**config.mk**
```make
export PLATFORM = sky130hd
export DESIGN_NAME = pmod_als_emulator
export DESIGN_NICKNAME = d
export VERILOG_FILES = /design/src/rtl/pmod_als_emulator.sv
export SDC_FILE = /design/constraint.sdc
export NUM_CORES = 1
export LEC_CHECK = 0
export ABC_AREA = 1
export BUFFER_PORTS_ARGS = -buffer_cell sky130_fd_sc_hd__clkbuf_2
export CORE_MARGIN = 1.5
export CORE_UTILIZATION = 57
export DETAILED_ROUTE_END_ITERATION = 8
export MAX_ROUTING_LAYER = met4
export PLACE_DENSITY = 0.79
export SLEW_MARGIN = 20
export SYNTH_ARGS = -nofsm -noshare
export SYNTH_HDL_FRONTEND = slang
export SYNTH_SLANG_ARGS = --single-unit
```
**constraint.sdc**
```tcl
create_clock -name clk -period 1.6 [get_ports clk]
set_input_delay 0.32 -clock clk [delete_from_list [all_inputs] [get_ports clk]]
set_output_delay 0.32 -clock clk [all_outputs]
set_load 0.02 [all_outputs]
```
**src/rtl/pmod_als_emulator.sv**
```systemverilog
// ---------------------------------------------------------------------------
// pmod_als_emulator
//   SPI responder that looks like a PmodALS light sensor (ADC081S021 frame
//   format). A local sample is shifted out on sdo, MSB first, in response to
//   cs/sck from an external or on-chip master. The frame on sdo is
//   LEAD_ZEROS zeros, DATA_WIDTH data bits, then zeros until cs rises.
//
// Ports
//   clk         system clock (the only clock)
//   rst_n       asynchronous active-low reset
//   value_in    sample to transmit, captured at the start of each frame
//   cs          chip select from the master, active low, async to clk
//   sck         serial clock from the master, async to clk, idles low
//   sdo         serial data to the master
//   sdo_oe      high while a frame is active
//   frame_done  1-clk pulse: frame closed with enough rising sck edges
//   frame_err   1-clk pulse: frame closed early
//   frame_cnt   count of good frames, wraps FFFF -> 0000
//
// Handshake: there is no valid/ready pair here. The master owns timing; a
// frame starts on synced cs falling, the master samples sdo on sck rising,
// sdo advances on sck falling, and the frame closes on synced cs rising.
// ---------------------------------------------------------------------------
module pmod_als_emulator #(
  parameter int SYNC_STAGES = 2,
  parameter int LEAD_ZEROS  = 3,
  parameter int DATA_WIDTH  = 8,
  parameter int FRAME_BITS  = 16
) (
  input  logic                  clk,
  input  logic                  rst_n,
  input  logic [DATA_WIDTH-1:0] value_in,
  input  logic                  cs,
  input  logic                  sck,
  output logic                  sdo,
  output logic                  sdo_oe,
  output logic                  frame_done,
  output logic                  frame_err,
  output logic [15:0]           frame_cnt
);

  localparam int CW = $clog2(FRAME_BITS + 1);
  localparam int TAIL_ZEROS = FRAME_BITS - LEAD_ZEROS - DATA_WIDTH;
  localparam logic [CW-1:0] GOOD_EDGES = CW'(LEAD_ZEROS + DATA_WIDTH);
  localparam logic [CW-1:0] MAX_EDGES  = CW'(FRAME_BITS);

  typedef enum logic [1:0] {S_WAIT, S_IDLE, S_SHIFT} state_t;

  state_t state, next_state;

  logic [SYNC_STAGES-1:0] cs_sync, sck_sync;
  logic                   cs_d, sck_d;
  logic                   cs_s, sck_s;
  logic                   cs_fall, cs_rise, sck_rise, sck_fall;
  logic [SYNC_STAGES:0]   warm;
  logic                   sync_ok;
  logic [FRAME_BITS-1:0]  shreg;
  logic [FRAME_BITS-1:0]  load_word;
  logic [CW-1:0]          edge_cnt;

  // Synchronizers plus one history flop for edge detection.
  always_ff @(posedge clk or negedge rst_n) begin
    if (!rst_n) begin
      cs_sync  <= '1;
      sck_sync <= '0;
      cs_d     <= 1'b1;
      sck_d    <= 1'b0;
      warm     <= '0;
    end else begin
      cs_sync  <= {cs_sync[SYNC_STAGES-2:0], cs};
      sck_sync <= {sck_sync[SYNC_STAGES-2:0], sck};
      cs_d     <= cs_s;
      sck_d    <= sck_s;
      warm     <= {warm[SYNC_STAGES-1:0], 1'b1};
    end
  end

  assign cs_s     = cs_sync[SYNC_STAGES-1];
  assign sck_s    = sck_sync[SYNC_STAGES-1];
  assign cs_fall  = cs_d & ~cs_s;
  assign cs_rise  = ~cs_d & cs_s;
  assign sck_rise = ~sck_d & sck_s;
  assign sck_fall = sck_d & ~sck_s;

  // The sync chain comes out of reset preset to "cs high", which says
  // nothing about the real pin. Only trust cs once the physical level has
  // propagated through every stage and the history flop.
  assign sync_ok = warm[SYNC_STAGES];

  assign load_word = {{LEAD_ZEROS{1'b0}}, value_in, {TAIL_ZEROS{1'b0}}};

  // FSM: state register
  always_ff @(posedge clk or negedge rst_n) begin
    if (!rst_n) state <= S_WAIT;
    else        state <= next_state;
  end

  // FSM: next state
  always_comb begin
    next_state = state;
    case (state)
      S_WAIT:  if (sync_ok && cs_s && cs_d) next_state = S_IDLE;
      S_IDLE:  if (cs_fall) next_state = S_SHIFT;
      S_SHIFT: if (cs_rise) next_state = S_IDLE;
      default: next_state = S_WAIT;
    endcase
  end

  // FSM: outputs
  always_comb begin
    sdo_oe = 1'b0;
    if (state == S_SHIFT) sdo_oe = 1'b1;
  end

  // Datapath: shift register, edge counter, status pulses.
  always_ff @(posedge clk or negedge rst_n) begin
    if (!rst_n) begin
      sdo        <= 1'b0;
      shreg      <= '0;
      edge_cnt   <= '0;
      frame_done <= 1'b0;
      frame_err  <= 1'b0;
      frame_cnt  <= '0;
    end else begin
      frame_done <= 1'b0;
      frame_err  <= 1'b0;
      case (state)
        S_IDLE: begin
          sdo <= 1'b0;
          if (cs_fall) begin
            shreg    <= load_word;
            sdo      <= load_word[FRAME_BITS-1];
            edge_cnt <= '0;
          end
        end
        S_SHIFT: begin
          if (cs_rise) begin
            // cs_rise wins over any sck edge seen in the same clock.
            sdo <= 1'b0;
            if (edge_cnt >= GOOD_EDGES) begin
              frame_done <= 1'b1;
              frame_cnt  <= frame_cnt + 16'd1;
            end else begin
              frame_err <= 1'b1;
            end
          end else begin
            if (sck_rise && edge_cnt != MAX_EDGES) edge_cnt <= edge_cnt + 1'b1;
            // A falling edge before the first rising edge (cs fell while
            // sck was high) must not consume bit 0.
            if (sck_fall && edge_cnt != '0) begin
              shreg <= {shreg[FRAME_BITS-2:0], 1'b0};
              sdo   <= shreg[FRAME_BITS-2];
            end
          end
        end
        default: sdo <= 1'b0;
      endcase
    end
  end

endmodule

```
==> results of run 1 <==
-- area by class of cell --
class,count,share of cell area
Clock inverter,2,0.0133
Sequential cell,45,0.401
Multi-Input combinational cell,211,0.376
Tap cell,48,0.0213
Timing Repair Buffer,49,0.120
Clock buffer,6,0.0293
Inverter,28,0.0391
-- metal layers --
metal  global-route usage  part of all wire  vias up
met4               0.0536             0.011        0
li1                     -                 -      994
met3               0.0709             0.040        5
met5                    -                 0        -
met1                0.300              0.46      921
met2                0.388              0.49       45
-- worst max-delay path, stage by stage, from the launching register on --
cell and delay, ns:
dfstp_2 0.55, inv_1 0.08, nor2_4 0.13, inv_2 0.07
nor2_4 0.20, nand2_4 0.12, buf_4 0.16, o21ai_2 0.09
nand2_1 0.06
-- per-stage QoR --
step | power (mW) | TNS (ns) | util | hold slack [ns]
final | 3.54 | 0 | 0.747 | 0.0875
after global routing | 3.77 | -0.246 | 0.747 | 0.0699
after CTS | 3.45 | 0 | 0.728 | 0.0831
after detailed placement | 2.44 | 0 | 0.680 | 0.320
after global placement | 2.41 | 0 | 0.680 | 0.321
after floorplan | 2.14 | 0 | - | 0.0244
-- registers in the layout, summed over array words and instances (netlist names) --
| register | cells |
|---|---|
| cs_d | 1 |
| frame_cnt | 16 |
| frame_done | 1 |
| frame_err | 1 |
| shreg | 10 |
| edge_cnt | 5 |
| sdo | 1 |
| sck_d | 1 |
| sck_sync | 2 |
| cs_sync | 2 |
| state | 2 |
| warm | 3 |
-- where the power goes --
part / switching (mW) / internal (mW) / total [mW] / leakage (nW)
registers: 0.109 / 1.32 / 1.43 / 0.587
clock network: 0.385 / 0.508 / 0.893 / 0.0574
logic: 0.732 / 0.488 / 1.22 / 0.813
total: 1.23 / 2.31 / 3.54 / 1.46
-- cell usage in the layout (no fill, tap or decap), drive strengths merged --
master and instances:
nand4 2, buf 17, ha 3, xnor2 2, clkbuf 37, xor2 3, nor3 2, clkinvlp 1
nand3 30, a31o 1, conb 1, nand3b 3, o21ai 7, dfstp 3, nand2 128, dlygate4sd3 1
inv 28, bufinv 1, dfrtp 42, nor2 26, a21oi 3
-- worst min-delay path by stage --
stage	end	slack, ns	cells after the start
2_1_floorplan	edge_cnt[0]	0.02	0
3_3_place_gp	sck_d	0.32	2
3_5_place_dp	shreg[5]	0.32	2
4_1_cts	cs_sync[0]	0.08	1
5_1_grt	cs_sync[0]	0.07	1
6_report	cs_sync[0]	0.09	1
-- cells by family (layout without fill, tap and decap cells) --
kind of cell | Yosys count | count (layout) | share of synthesized area
compound gates | 11 | 11 | 0.0370
xor+xnor | 5 | 5 | 0.0190
fa+ha+maj | 3 | 3 | 0.0163
buf+inv | 33 | 85 | 0.0658
flops | 45 | 45 | 0.491
other cells | 1 | 1 | 0.00163
simple gates | 190 | 191 | 0.369
-- repair_timing --
action | 4_1_cts | 5_1_grt
hold endpoints to repair | 28 | 0
hold buffers | 1 | 0
setup buffers | 3 | 5
endpoints found under the setup margin | 1 | 16
resized for setup | 5 | 9
cloned | 0 | 1
pin swaps | 0 | 2
==> impl_metrics.yaml, run 1 <==
setup_path:
  setup.worst_path.end: "frame_cnt[11]"
  r2r-start: "cs_sync[1]"
  startpoint: "cs_sync[1]"
  cp.required_ns: 1.80
  ff2ff_setup_slack_ns: 0.03
  cp-end-kind: "flop"
  r2r-end: "frame_cnt[11]"
  worst_setup_path_start_kind: "flop"
  cp_max_fo: 7
  criticalPathCategory: "flop to flop"
  crit_arrival_ns: 1.77
  reg2reg_depth: 8
layout:
  syn_to_final_growth_pct: 22.5
  finalInstanceArea_um2: 2820
  nets: 355
  regArea_um2: 1130
  multi_input_area_um2: 1060
  diodes: 0
  post_route_cells_drive_above_1_share: 0.270
  fillCellCount: 285
  instances_no_fill: 389
outcome:
  status: "complete, no violations"
timing:
  layout_worst_path_cycle_share: 0.979
  rsz0062_at_grt: "yes"
  fin_ws_ns: 0.0335
  slew_violations: 0
  max_freq_mhz: 638
  final_hold_viol_count: 0
  fin_skew_ns: 0.00700
  min_period_ns: 1.57
  setup_viol: 0
placed_design:
  place_hpwl_um: 3020
  place_congestion: 0.793
  dpl_cell_area_um2: 2560
  post-place-ws_ns: 0.0174
  dp_cells: 371
  portBuffers: 31
floorplan:
  dieArea_um2: 4430
  die_x_um: 66.5
  fp-row-count: 22
  boundaryPins: 32
  core_um2: 3770
  die_h_um: 66.5
  start_util: 0.610
power_and_ir_drop:
  power_density_nw_per_um2: 1260
  p_leak_nw: 1.46
  ir_drop_mv: 0.853
global_route:
  grt_pass1_wl_um: 7780
  grt_start_max_net_pins: 46
  grt_antenna_before_repair: 0
  grt_pass1_vias: 1826
  grt_usage: 0.239
  overflow: 0
logic_synthesis:
  synth_area_um2: 2300
  synthTopCellsByCount: "nand2_1, dfrtp_1, inv_1"
  ys_ff_latch: 45
  yosys_most_used_dff: "dfrtp_1"
  synth_area_per_cell_um2: 7.99
  synth_cell_types: 29
  synthArstFlopShare: 1.00
  synthCells: 288
  syn_nets: 303
  yosysWarnings: 0
  yosysMostFrequentCell: "nand2_1"
  synth_area_leaders: "dfrtp_1, nand2_1, nand3_1"
  synth_top_cell_area_share: 0.457
  yosysSeqAreaShare: 0.491
  synth_top_area_cell: "dfrtp_1"
  synth-edff-count: 0
drt:
  ant_nets: 0
  first_pass_iters: 5
  drt_iter0_markers: 103
  wl_per_cell_um: 12.1
  route.detailed.drc: 0
  wl_um: 4730
  num_vias: 1965
  vias_per_cell: 5.05
clock_tree:
  clockRootBuffer: "clkbuf_8"
  clock_path_buffers: 2
  cts_tree: "done"
  ctsHtreeMaxLevel: 2
  clkLatencyLatePin_ns: 0.30
  clkTransAtPathRegs_ns: 0.08
  cts_buffers: 5
  cts_sinks: 45
hold_path:
  worstHoldStart: "cs"
  hp-class: "primary input to flop"
job:
  cap_violations: 0
Power figures use the tool's default switching activity.
==> run 2: changes to the inputs <==
--- a/config.mk
+++ b/config.mk
@@ -14,3 +14,3 @@
 export PLACE_DENSITY = 0.79
-export SLEW_MARGIN = 20
+export SLEW_MARGIN = 10
 export SYNTH_ARGS = -nofsm -noshare
==> constraint.sdc (replaced) <==
create_clock -name clk -period 1.6 [get_ports clk]
set_input_delay 0 -clock clk [delete_from_list [all_inputs] [get_ports clk]]
set_output_delay 0 -clock clk [all_outputs]
set_load 0.02 [all_outputs]
==> run 2 against run 1 <==
  * Sequential share of layout area increased by 1.7 points
  * Via count decreased by 2.3%
  * Highest routed layer unchanged
  * Largest power group unchanged
  * Die area unchanged
  * Flip-flop and latch count unchanged
  * Power decreased by 11%
  * Non-clock buffer count decreased by 5
  * Clock skew increased by 0.0016 ns
  * Worst hold slack got worse by 0.054 ns
  * Cell count decreased by 1.5%
==> impl_metrics.yaml, run 2 (same netlist as run 1, synthesis figures left out) <==
global_route:
  grt_pass1_vias: 1743
  grt_antenna_before_repair: 0
  grt_start_max_net_pins: 24
  grt_usage: 0.230
  overflow: 0
  grt_pass1_wl_um: 7450
layout:
  finalInstanceArea_um2: 2700
  nets: 349
  largest_register_ffs: 16
  post_route_cells_drive_above_1_share: 0.230
  top_register: "frame_cnt"
  syn_to_final_growth_pct: 17.3
  post-route-util: 0.716
  instances_no_fill: 383
  diodes: 0
  mostFrequentLayoutCell: "nand2_1"
  final_cell_mix: "nand2_1, dfrtp_1, clkbuf_2, inv_1, nand3_1"
  fillCellCount: 324
  reg_top3: "frame_cnt x16, shreg x10, edge_cnt x5"
floorplan:
  dieArea_um2: 4430
  start_util: 0.610
  fp-row-count: 22
  die_x_um: 66.5
  die_h_um: 66.5
  boundaryPins: 32
  core_um2: 3770
setup_path:
  cp_max_fo: 13
  ff2ff_setup_slack_ns: 0.11
  cp.required_ns: 1.79
  worst_setup_path_start_kind: "flop"
  criticalPathCategory: "flop to flop"
  cp-end-kind: "flop"
  crit_arrival_ns: 1.68
drt:
  num_vias: 1920
  drt_iter0_markers: 109
  vias_per_cell: 5.01
  wl_per_cell_um: 11.4
  first_pass_iters: 4
  ant_nets: 0
  wl_um: 4370
  route.detailed.drc: 0
timing:
  final_hold_viol_count: 0
  hold_slack_ns: 0.0334
  layout_worst_path_cycle_share: 0.930
  min_period_ns: 1.49
  fin_skew_ns: 0.00865
  max_freq_mhz: 672
  slew_violations: 0
  setup_viol: 0
clock_tree:
  cts_tree: "done"
  clock_path_buffers: 2
  cts_sinks: 45
  cts_buffers: 5
  ctsHtreeMaxLevel: 2
  clkLatencyLatePin_ns: 0.30
  clkTransAtPathRegs_ns: 0.08
  clockRootBuffer: "clkbuf_8"
  post-cts-setup-buffers: 0
power_and_ir_drop:
  p_leak_nw: 1.41
  ir_drop_mv: 0.712
  p_total_mw: 3.14
  power_density_nw_per_um2: 1160
job:
  cap_violations: 0
placed_design:
  place_congestion: 0.804
  dpl_cell_area_um2: 2550
  dp_cells: 371
  place_hpwl_um: 3160
  portBuffers: 31
hold_path:
  hp-class: "primary input to flop"
outcome:
  status: "complete, no violations"
-- run 2: timing repair --
action | 4_1_cts | 5_1_grt
endpoints found under the hold margin | 48 | 0
hold buffers | 4 | 0
setup endpoints to repair | 0 | 10
gates resized for setup | 0 | 4
-- run 2: per-stage QoR --
stage          setup TNS, ns  setup slack, ns
2_1_floorplan              0            0.120
3_3_place_gp               0            0.123
3_5_place_dp               0           0.0491
4_1_cts                    0           0.0485
5_1_grt             -0.00675         -0.00484
6_report                   0            0.112
-- run 2: critical path, cell delays in order, from the launching register on --
cell	delay (ns)
dfrtp_1	0.43
ha_1	0.21
nor2_1	0.14
nand2_1	0.08
nand2_2	0.09
nand2_1	0.11
nand2_4	0.18
nor2_1	0.06
nand2_1	0.05
nand2_1	0.05
-- run 2: worst paths after layout --
check	startpoint	to	depth (start not counted)
setup / recovery	edge_cnt[1]	frame_cnt[10]	9
hold / removal	value_in[6]	shreg[11]	5
hold reg to reg	warm[1]	warm[2]	0
setup reg to reg	edge_cnt[1]	frame_cnt[10]	9
min in group asynchronous	rst_n	shreg[13]	3
max in group asynchronous	rst_n	cs_sync[0]	3
-- run 2: layer usage --
metal / vias to the layer above / GRT usage / share of wire
li1: 980 / - / -
met4: 0 / 0.0689 / 0.013
met1: 893 / 0.279 / 0.47
met5: - / - / 0
met3: 5 / 0.0574 / 0.044
met2: 42 / 0.383 / 0.47
-- run 2: power by group --
part	internal, mW	switching, mW	total [mW]
sequential	1.32	0.103	1.42
combinational	0.353	0.657	1.01
clock	0.352	0.357	0.710
-- run 2: layout make-up --
| class | instances | area, um2 | share of cell area |
|---|---|---|---|
| clock buffer | 8 | 90.1 | 0.0334 |
| inverter | 28 | 108 | 0.0399 |
| multi-input combinational | 210 | 1040 | 0.384 |
| sequential | 45 | 1130 | 0.418 |
| tap | 48 | 60.1 | 0.0222 |
| timing repair buffer | 44 | 275 | 0.102 |
